File: src/rtl/ysyx_23060208_mem_arbiter.sv
// Two-master (IFU=m0, LSU=m1) to one-slave memory arbiter with one outstanding transaction.
// Define YSYX_23060208_ARB_RR_EN for round-robin arbitration; otherwise the LSU has fixed priority.
`timescale 1ns/1ps
module ysyx_23060208_mem_arbiter #(
  parameter int ADDR_WIDTH = 32,
  parameter int DATA_WIDTH = 32
) (
  input  logic                    clk,
  input  logic                    rst,
  input  logic                    m0_req_valid,
  output logic                    m0_req_ready,
  input  logic [ADDR_WIDTH-1:0]   m0_addr,
  output logic                    m0_rsp_valid,
  input  logic                    m0_rsp_ready,
  input  logic                    m1_req_valid,
  output logic                    m1_req_ready,
  input  logic [ADDR_WIDTH-1:0]   m1_addr,
  input  logic                    m1_wen,
  input  logic [DATA_WIDTH-1:0]   m1_wdata,
  input  logic [DATA_WIDTH/8-1:0] m1_wmask,
  output logic                    m1_rsp_valid,
  input  logic                    m1_rsp_ready,
  output logic [DATA_WIDTH-1:0]   m_rdata,
  output logic                    m_rsp_err,
  output logic                    s_req_valid,
  input  logic                    s_req_ready,
  output logic [ADDR_WIDTH-1:0]   s_addr,
  output logic                    s_wen,
  output logic [DATA_WIDTH-1:0]   s_wdata,
  output logic [DATA_WIDTH/8-1:0] s_wmask,
  input  logic                    s_rsp_valid,
  output logic                    s_rsp_ready,
  input  logic [DATA_WIDTH-1:0]   s_rdata,
  input  logic                    s_rsp_err
);

  localparam int MaskWidth = DATA_WIDTH / 8;

  typedef enum logic [1:0] {IDLE, REQ, RESP} state_e;

  state_e                  state_q, state_d;
  logic                    owner_q, owner_d;
  logic [ADDR_WIDTH-1:0]   addr_q, addr_d;
  logic                    wen_q, wen_d;
  logic [DATA_WIDTH-1:0]   wdata_q, wdata_d;
  logic [MaskWidth-1:0]    wmask_q, wmask_d;
  logic                    grant0, grant1;
  logic                    ownerRspReady;

`ifdef YSYX_23060208_ARB_RR_EN
  logic rr_last_q, rr_last_d;

  // On a tie the master that did not win last time goes first.
  assign grant1 = m1_req_valid && (!m0_req_valid || !rr_last_q);
`else
  assign grant1 = m1_req_valid;
`endif
  assign grant0 = m0_req_valid && !grant1;

  assign ownerRspReady = owner_q ? m1_rsp_ready : m0_rsp_ready;

  always_ff @(posedge clk or negedge rst) begin
    if (!rst) begin
      state_q <= IDLE;
      owner_q <= 1'b0;
      addr_q  <= '0;
      wen_q   <= 1'b0;
      wdata_q <= '0;
      wmask_q <= '0;
`ifdef YSYX_23060208_ARB_RR_EN
      rr_last_q <= 1'b1;
`endif
    end else begin
      state_q <= state_d;
      owner_q <= owner_d;
      addr_q  <= addr_d;
      wen_q   <= wen_d;
      wdata_q <= wdata_d;
      wmask_q <= wmask_d;
`ifdef YSYX_23060208_ARB_RR_EN
      rr_last_q <= rr_last_d;
`endif
    end
  end

  always_comb begin
    state_d = state_q;
    owner_d = owner_q;
    addr_d  = addr_q;
    wen_d   = wen_q;
    wdata_d = wdata_q;
    wmask_d = wmask_q;
`ifdef YSYX_23060208_ARB_RR_EN
    rr_last_d = rr_last_q;
`endif
    case (state_q)
      IDLE: begin
        if (grant0 || grant1) begin
          state_d = REQ;
          owner_d = grant1;
          addr_d  = grant1 ? m1_addr : m0_addr;
          wen_d   = grant1 && m1_wen;
          wdata_d = grant1 ? m1_wdata : '0;
          wmask_d = grant1 ? m1_wmask : '0;
`ifdef YSYX_23060208_ARB_RR_EN
          rr_last_d = grant1;
`endif
        end
      end
      REQ: begin
        if (s_req_ready) state_d = RESP;
      end
      RESP: begin
        if (s_rsp_valid && ownerRspReady) state_d = IDLE;
      end
      default: state_d = IDLE;
    endcase
  end

  // Handshake outputs are forced low while reset is held, independent of the inputs.
  always_comb begin
    m0_req_ready = 1'b0;
    m1_req_ready = 1'b0;
    s_req_valid  = 1'b0;
    s_rsp_ready  = 1'b0;
    m0_rsp_valid = 1'b0;
    m1_rsp_valid = 1'b0;
    if (rst) begin
      case (state_q)
        IDLE: begin
          m0_req_ready = grant0;
          m1_req_ready = grant1;
        end
        REQ: s_req_valid = 1'b1;
        RESP: begin
          s_rsp_ready  = ownerRspReady;
          m0_rsp_valid = !owner_q && s_rsp_valid;
          m1_rsp_valid = owner_q && s_rsp_valid;
        end
        default: ;
      endcase
    end
  end

  assign s_addr    = addr_q;
  assign s_wen     = wen_q;
  assign s_wdata   = wdata_q;
  assign s_wmask   = wmask_q;
  assign m_rdata   = s_rdata;
  assign m_rsp_err = s_rsp_err;

endmodule

File: config.mk
export PLATFORM = sky130hd
export DESIGN_NAME = ysyx_23060208_mem_arbiter
export DESIGN_NICKNAME = d
export VERILOG_FILES = /design/src/rtl/ysyx_23060208_mem_arbiter.sv
export SDC_FILE = /design/constraint.sdc
export NUM_CORES = 1
export LEC_CHECK = 0
export CORE_AREA = 5 5 111 113
export CTS_CLUSTER_SIZE = 30
export DETAILED_ROUTE_END_ITERATION = 10
export DIE_AREA = 0 0 116 118
export PLACE_DENSITY = 0.72
export SLEW_MARGIN = 20
export SYNTH_ARGS = -nofsm -noshare
export SYNTH_HDL_FRONTEND = slang
export SYNTH_SLANG_ARGS = --single-unit
export TNS_END_PERCENT = 1
File: constraint.sdc
create_clock -name clk -period 1.3 [get_ports clk]
set_input_delay 0.39 -clock clk [delete_from_list [all_inputs] [get_ports clk]]
set_output_delay 0.39 -clock clk [all_outputs]
set_load 0.02 [all_outputs]
==> Word level (Yosys, flattened, before mapping) <==
Cells that the tools add are included.
{ "totals": {"reg_bits": 72, "out_inout_bits": 108} }
{ "op_classes": {"eq_ne": 5, "muxes": 20, "n_reduce_logical": 11} }
{ "op_table": {"columns": ["operator", "count"], "rows": [
  ["$mux W32", 2],
  ["$mux W1", 13],
  ["$mux W2", 3],
  ["$ne A2 B2 Y1 const B", 3],
  ["$pmux W2 S3", 1],
  ["$logic_and A1 B1 Y1", 5],
  ["$mux W4", 1],
  ["$reduce_and A3 Y1", 1],
  ["$eq A2 B1 Y1 const B", 1],
  ["$eq A2 B2 Y1 const B", 1],
  ["$logic_not A1 Y1", 2],
  ["$logic_not A2 Y1", 1],
  ["$reduce_and A2 Y1", 1],
  ["$logic_or A1 B1 Y1", 1]
]} }

==> Longest topological paths before layout <==
Gate-level depths: netlist of run 1.
{ "depth": {"ltp_word": 5, "ltp_mapped": 5, "mapped_depth_nobuf": 3} }

==> Worst setup path before layout of run 1 <==
OpenSTA, ideal clock, no wires.
{ "synth_timing": {"kind": "input to register", "from": "input m1_req_valid", "to": "register addr_q[30], in the netlist s_addr[30]", "setup_time_ps": 125, "t_arrival_ps": 1264, "required_time_ps": 1175, "path_slack_ps": -89, "path_stages": 4, "path_cell_list": "buf_6 > o21ai_4 > buf_2 > mux2_2"} }
{ "synth_via": {"elab_chain_len": 4} }
{ "synth_lines": {"columns": ["item", "line", "source"], "rows": [
  ["from (decl)", "15", "input logic m1_req_valid,"],
  ["$logic_not A1 Y1", "58", "assign grant0 = m0_req_valid && !grant1;"],
  ["$logic_and A1 B1 Y1", "58", null],
  ["$logic_or A1 B1 Y1", "98", "if (grant0 || grant1) begin"],
  ["$reduce_and A2 Y1 (no source line)", null, null],
  ["to (signal assigned)", "76", "addr_q <= addr_d;"],
  ["to (decl)", "43", "logic [ADDR_WIDTH-1:0] addr_q, addr_d;"]
]} }
Several ways; a longest one is shown, not always the timed one.
A chain may end at the register's enable or synchronous reset.

==> Worst setup path after layout of run 1 <==
{ "layout_timing": {"from": "register state_q[0]", "to": "output m1_rsp_valid"} }
{ "layout_via": {"elab_chain_len": 3} }
{ "layout_lines": {"columns": ["item", "line", "source"], "rows": [
  ["from (decl)", "41", "state_e state_q, state_d;"],
  ["from (signal assigned)", "74", "state_q <= state_d;"],
  ["$eq A2 B2 Y1", "129", "case (state_q)"],
  ["$mux W1", "129", null],
  ["$mux W1", "128", "if (rst) begin"],
  ["to (decl)", "21", "output logic m1_rsp_valid,"]
]} }
No other way between the ends.

==> flow_summary.toml, run 1 <==
[run_status]
outcome = "finished with violations"
violations = "negative setup slack"

[clock_tree]
numClockSinks = 72
cts_root_buf = "clkbuf_16"
path_clk_slew_ns = 0.06
post_cts_buffers = 0
cts_tree = "done"
clk_latency_ns = 0.32
cts_buffers = 9
htreeDepth = 3
cts_max_path_buffers = 2

[sta]
fmax_mhz = 594
rsz0062_at_grt = "yes"
fin_skew_ns = 0.00629
holdWs_ns = 0.169
worst_pin_slew_ns = 0.529
fin_crit_ns = 1.68
setup_viol = 76
slew_headroom = 0.647
hold_viol = 0
finalMaxSlewViolations = 0
timing.final.crit_share = 1.30
fin_ws_ns = -0.384

[placed_design]
place.gp.congestion = 0.733
place_area_um2 = 5230
dp_hpwl_um = 7340
numPortBuffers = 183

[drt]
dr.pass1.iters = 4
wl_per_cell_um = 16.7
drt_iter0_markers = 46
antenna_left = 0
vias = 2529
viasPerCell = 4.47
wl_um = 9420
drc = 0

[final_layout]
layout.nets = 560
fillers = 1063
area_growth_pct = 57.4
antenna_cells = 0
fin_util = 0.471
multi_input_area_um2 = 1190
drive_gt1_frac = 0.435
ff_latch_area_um2 = 1800
design_area_um2 = 5290

[global_route]
grt_max_degree = 43
antenna_found_initial = 0
grt_first_pass_wirelength_um = 15200
grt.overflow.total = 0
grt_usage = 0.139
grt_pass1_vias = 2969

[power]
comb_power_share = 0.470
switching_share = 0.368
peakVddDrop_mv = 1.11
p_switching_mw = 4.62
p_clk_frac = 0.209
power.leakage_nw = 2.47
power.density_nw_per_um2 = 2370
power.internal_mw = 7.92
seq_power_share = 0.322

[synthesis]
synth.area.mux_share = 0.218
syn_nets = 384
syn_area_um2 = 3360
synth_warnings = 0
syn_inst = 242
synth_seq_cells = 72
synth_top_family_by_area = "multiplexers"
yosysSeqAreaShare = 0.537
synth_compound_area_frac = 0.110
synth_cell_types = 24
syn_area_per_cell_um2 = 13.9
synth-simple-area-share = 0.0231
synth-xor-area-share = 0
synth_fa_ha_area_frac = 0

[die]
start_util = 0.299
num_rows = 39
chipWidth_um = 116
pin_count = 250
die-area_um2 = 13700
chipHeight_um = 118
core_um2 = 11200

[run]
cap_violations = 0

[critical_path]
worstPathArrival_ns = 1.29
cp-start-kind = "flip-flop"
required_ns = 0.91
crit_type = "flip-flop to output pin"
critPathMaxFanout = 3
endpoint_kind = "output pin"

[worst_hold_path]
hold_path.class = "primary input to asynchronous set/reset pin"
what timing repair did:
| action | in CTS | in global routing |
|---|---|---|
| gates resized for setup | 313 | 12 |
| pin swaps | 15 | 24 |
| endpoints found under the hold margin | 7 | 0 |
| endpoints found under the setup margin | 146 | 80 |
| hold buffers | 3 | 0 |
layout by cell type (no fill, tap or decap), types with 2 or more instances in the layout:
cell type	Yosys	routed
a21oi_1	2	2
buf_4	36	23
a22o_1	37	37
mux2_2	57	56
clkbuf_16	0	9
and3_1	2	2
buf_6	7	11
nand2_1	2	2
buf_12	0	3
clkdlybuf4s50_1	0	105
buf_2	4	67
mux2_1	7	5
dfrtp_1	72	72
dlygate4sd3_1	0	3
mux2_4	0	3
bufinv_16	0	2
nor2_1	3	3
clkinv_2	0	3
cells in the mapped netlist (all sizes together):
cell type  number  area share
dfrtp          72        0.54
mux2           64        0.21
buf            47        0.11
a22o           37       0.097
nor2            4      0.0067
a21oi           2      0.0030
and3            2      0.0037
nand2           2      0.0022
o21ai           2      0.0063
a21o            1      0.0022
and2            1      0.0026
and3b           1      0.0026
clkbuf          1      0.0011
inv             1      0.0011
mux2i           1      0.0030
nand2b          1      0.0019
nand3           1      0.0015
nor2b           1      0.0019
o21a            1      0.0022
worst paths after layout:
kind	start	end	slack, ns	cells past startpoint
max	state_q[0]	m1_rsp_valid	-0.38	3
min	rst	s_wdata[17]	0.17	3
max reg2reg	state_q[1]	s_wdata[24]	-0.09	4
min reg2reg	s_wdata[20]	s_wdata[20]	0.49	1
max in group asynchronous	rst	owner_q	0.65	3
min in group clk	s_wdata[20]	s_wdata[20]	0.49	1
worst max-delay path, stage by stage, from the launching register on:
cell and delay [ns]:
dfrtp_1 0.42, and3b_2 0.27, and3_1 0.17, buf_6 0.12
metrics by stage:
stage	TNS, ns	setup slack, ns	instances	power, mW
floorplan	-2.22	-0.0746	242	7.59
global placement	-37.29	-0.724	547	10.8
detailed placement	-39.21	-0.756	547	11.0
CTS	-10.86	-0.412	566	12.6
global route	-11.72	-0.448	566	13.3
finish	-6.54	-0.384	566	12.5
area by class of cell:
type | instances | area share
inverter | 1 | 0.000710
clock buffer | 10 | 0.0452
tap | 143 | 0.0339
multi-input combinational | 121 | 0.226
sequential | 72 | 0.341
clock inverter | 6 | 0.0156
timing repair buffer | 213 | 0.338
kinds of logic after synthesis:
| kind of cell | after synthesis |
|---|---|
| AO/OA/AOI/OAI | 43 |
| flip-flops | 72 |
| AND/OR/NAND/NOR | 13 |
| multiplexers | 65 |
| buffers and inverters | 49 |
state kept, by name, summed over array words and instances (netlist names):
signal,cells
s_addr,32
s_wdata,32
s_wmask,4
state_q,2
owner_q,1
s_wen,1
power groups by stage:
stage / registers [mW] / clock network, mW / logic, mW
2_1_floorplan: 5.41 / 0 / 2.18
3_3_place_gp: 4.04 / 0 / 6.80
3_5_place_dp: 4.06 / 0 / 6.90
4_1_cts: 4.03 / 2.71 / 5.90
5_1_grt: 4.21 / 2.80 / 6.30
6_report: 4.03 / 2.61 / 5.89
layer usage:
metal	global-route usage	share of wire
met4	0.0515	0.012
met3	0.0406	0.082
met1	0.145	0.35
met2	0.259	0.55
met5	0	0
No activity file was read; power rests on OpenSTA's default activity.
==> run 2: changes to the inputs <==
==> constraint.sdc (replaced) <==
create_clock -name clk -period 1.3 [get_ports clk]
set_input_delay 0.195 -clock clk [delete_from_list [all_inputs] [get_ports clk]]
set_output_delay 0.195 -clock clk [all_outputs]
set_load 0.02 [all_outputs]
==> flow_summary.toml, run 2 (synthesis gave the netlist of run 1 again) <==
[run_status]
outcome = "finished with violations"
violations = "negative setup slack"

[global_route]
grt_max_degree = 40
grt_first_pass_wirelength_um = 14900
grt_pass1_vias = 2858
antenna_found_initial = 0
grt.overflow.total = 0
grt_usage = 0.137

[sta]
setup_viol = 57
fin_skew_ns = 0.00355
holdWs_ns = 0.178
worst_pin_slew_ns = 0.479
rsz0062_at_grt = "yes"
finalMaxSlewViolations = 0
timing.final.crit_share = 1.15
fin_ws_ns = -0.201
hold_viol = 0
slew_headroom = 0.681
fmax_mhz = 666
fin_crit_ns = 1.50

[final_layout]
ff_latch_area_um2 = 1800
area_growth_pct = 61.6
layout_common_cells = "106 x clkdlybuf4s50_1, 71 x dfrtp_1, 69 x dlygate4sd2_1, 56 x mux2_2, 37 x a22o_1"
fin_util = 0.484
antenna_cells = 0
fillers = 1072
drive_gt1_frac = 0.252
final_common_cell = "clkdlybuf4s50_1"
multi_input_area_um2 = 1180
design_area_um2 = 5430
layout.nets = 550

[critical_path]
cp-start-kind = "flip-flop"
cp.depth = 3
max_stage_delay_ns = 0.44
critPathMaxFanout = 4
cp_cell_sequence = "and3b_2 -> and3_1 -> buf_6"
crit_type = "flip-flop to output pin"
worstPathArrival_ns = 1.31
rr_endpoint = "s_addr[26]"
cp_slowest_cell = "dfrtp_2"
endpoint_kind = "output pin"
r2r_slack_ns = -0.14
reg2reg_depth = 5
path_buf_inv = 1
path_delay_family = "flip-flops"
r2r_start = "state_q[0]"
required_ns = 1.11

[power]
power.density_nw_per_um2 = 2290
peakVddDrop_mv = 0.932
power.leakage_nw = 2.51

[worst_hold_path]
hold_path.class = "primary input to asynchronous set/reset pin"

[clock_tree]
cts_root_buf = "clkbuf_16"
post_cts_buffers = 0
numClockSinks = 72
cts_max_path_buffers = 2
clk_latency_ns = 0.32
cts_buffers = 9
path_clk_slew_ns = 0.05
htreeDepth = 3
cts_tree = "done"

[drt]
antenna_left = 0
viasPerCell = 4.51
dr.pass1.iters = 4
drc = 0
vias = 2507
wl_per_cell_um = 16.9
wl_um = 9370
drt_iter0_markers = 70

[placed_design]
place_area_um2 = 5170
place.gp.congestion = 0.740
dp_hpwl_um = 7350
numPortBuffers = 183

[die]
die-area_um2 = 13700
start_util = 0.299
num_rows = 39
chipWidth_um = 116
chipHeight_um = 118
pin_count = 250
core_um2 = 11200

[run]
cap_violations = 0
run 2: power by group:
part	internal, mW	leakage [nW]	switching, mW
Combinational	2.87	1.48	3.07
Sequential	3.41	0.884	0.601
Clock	1.58	0.148	0.887
Total	7.86	2.51	4.56
run 2: per-stage QoR:
step           worst slack, ns  power [mW]  std cells  setup TNS, ns
5_1_grt                 -0.267        13.2        556         -10.45
3_5_place_dp            -0.381        10.8        538         -21.31
3_3_place_gp            -0.351        10.7        538         -19.18
6_report                -0.201        12.4        556          -6.63
2_1_floorplan           0.0322        7.58        242              0
4_1_cts                 -0.229        12.6        556          -7.26
run 2: layout make-up:
| class | instances | area share |
|---|---|---|
| Sequential cell | 72 | 0.332 |
| Tap cell | 143 | 0.0330 |
| Multi-Input combinational cell | 121 | 0.218 |
| Timing Repair Buffer | 203 | 0.359 |
| Inverter | 1 | 0.000692 |
| Clock buffer | 11 | 0.0466 |
| Clock inverter | 5 | 0.0101 |
run 2: worst max path at each step:
stage	endpoint	from	slack (ns)
floorplan	s_addr[1]	state_q[1]	0.03
global placement	s_addr[7]	m0_req_valid	-0.35
detailed placement	s_addr[7]	m0_req_valid	-0.38
CTS	m0_rsp_valid	state_q[0]	-0.23
global route	m1_rsp_valid	state_q[0]	-0.27
finish	m1_rsp_valid	state_q[1]	-0.20
run 2: routing by layer:
layer / up-vias / wire (um) / global-route usage
li1: 1175 / - / -
met1: 1189 / 3490 / 0.156
met2: 117 / 4840 / 0.231
met3: 26 / 864 / 0.0530
met4: 0 / 167 / 0.0493
met5: - / 0 / 0
run 2: tightest hold or removal path: cells and delay by family:
kind	cells	cell delay, ns
buffers and inverters	3	0.73
run 2: repair_timing:
| item | in CTS | in global routing |
|---|---|---|
| hold buffers | 2 | 0 |
| pin swaps | 1 | 0 |
| cloned | 0 | 0 |
| setup endpoints to repair | 143 | 72 |
| endpoints found under the hold margin | 64 | 0 |
| resized for setup | 103 | 5 |
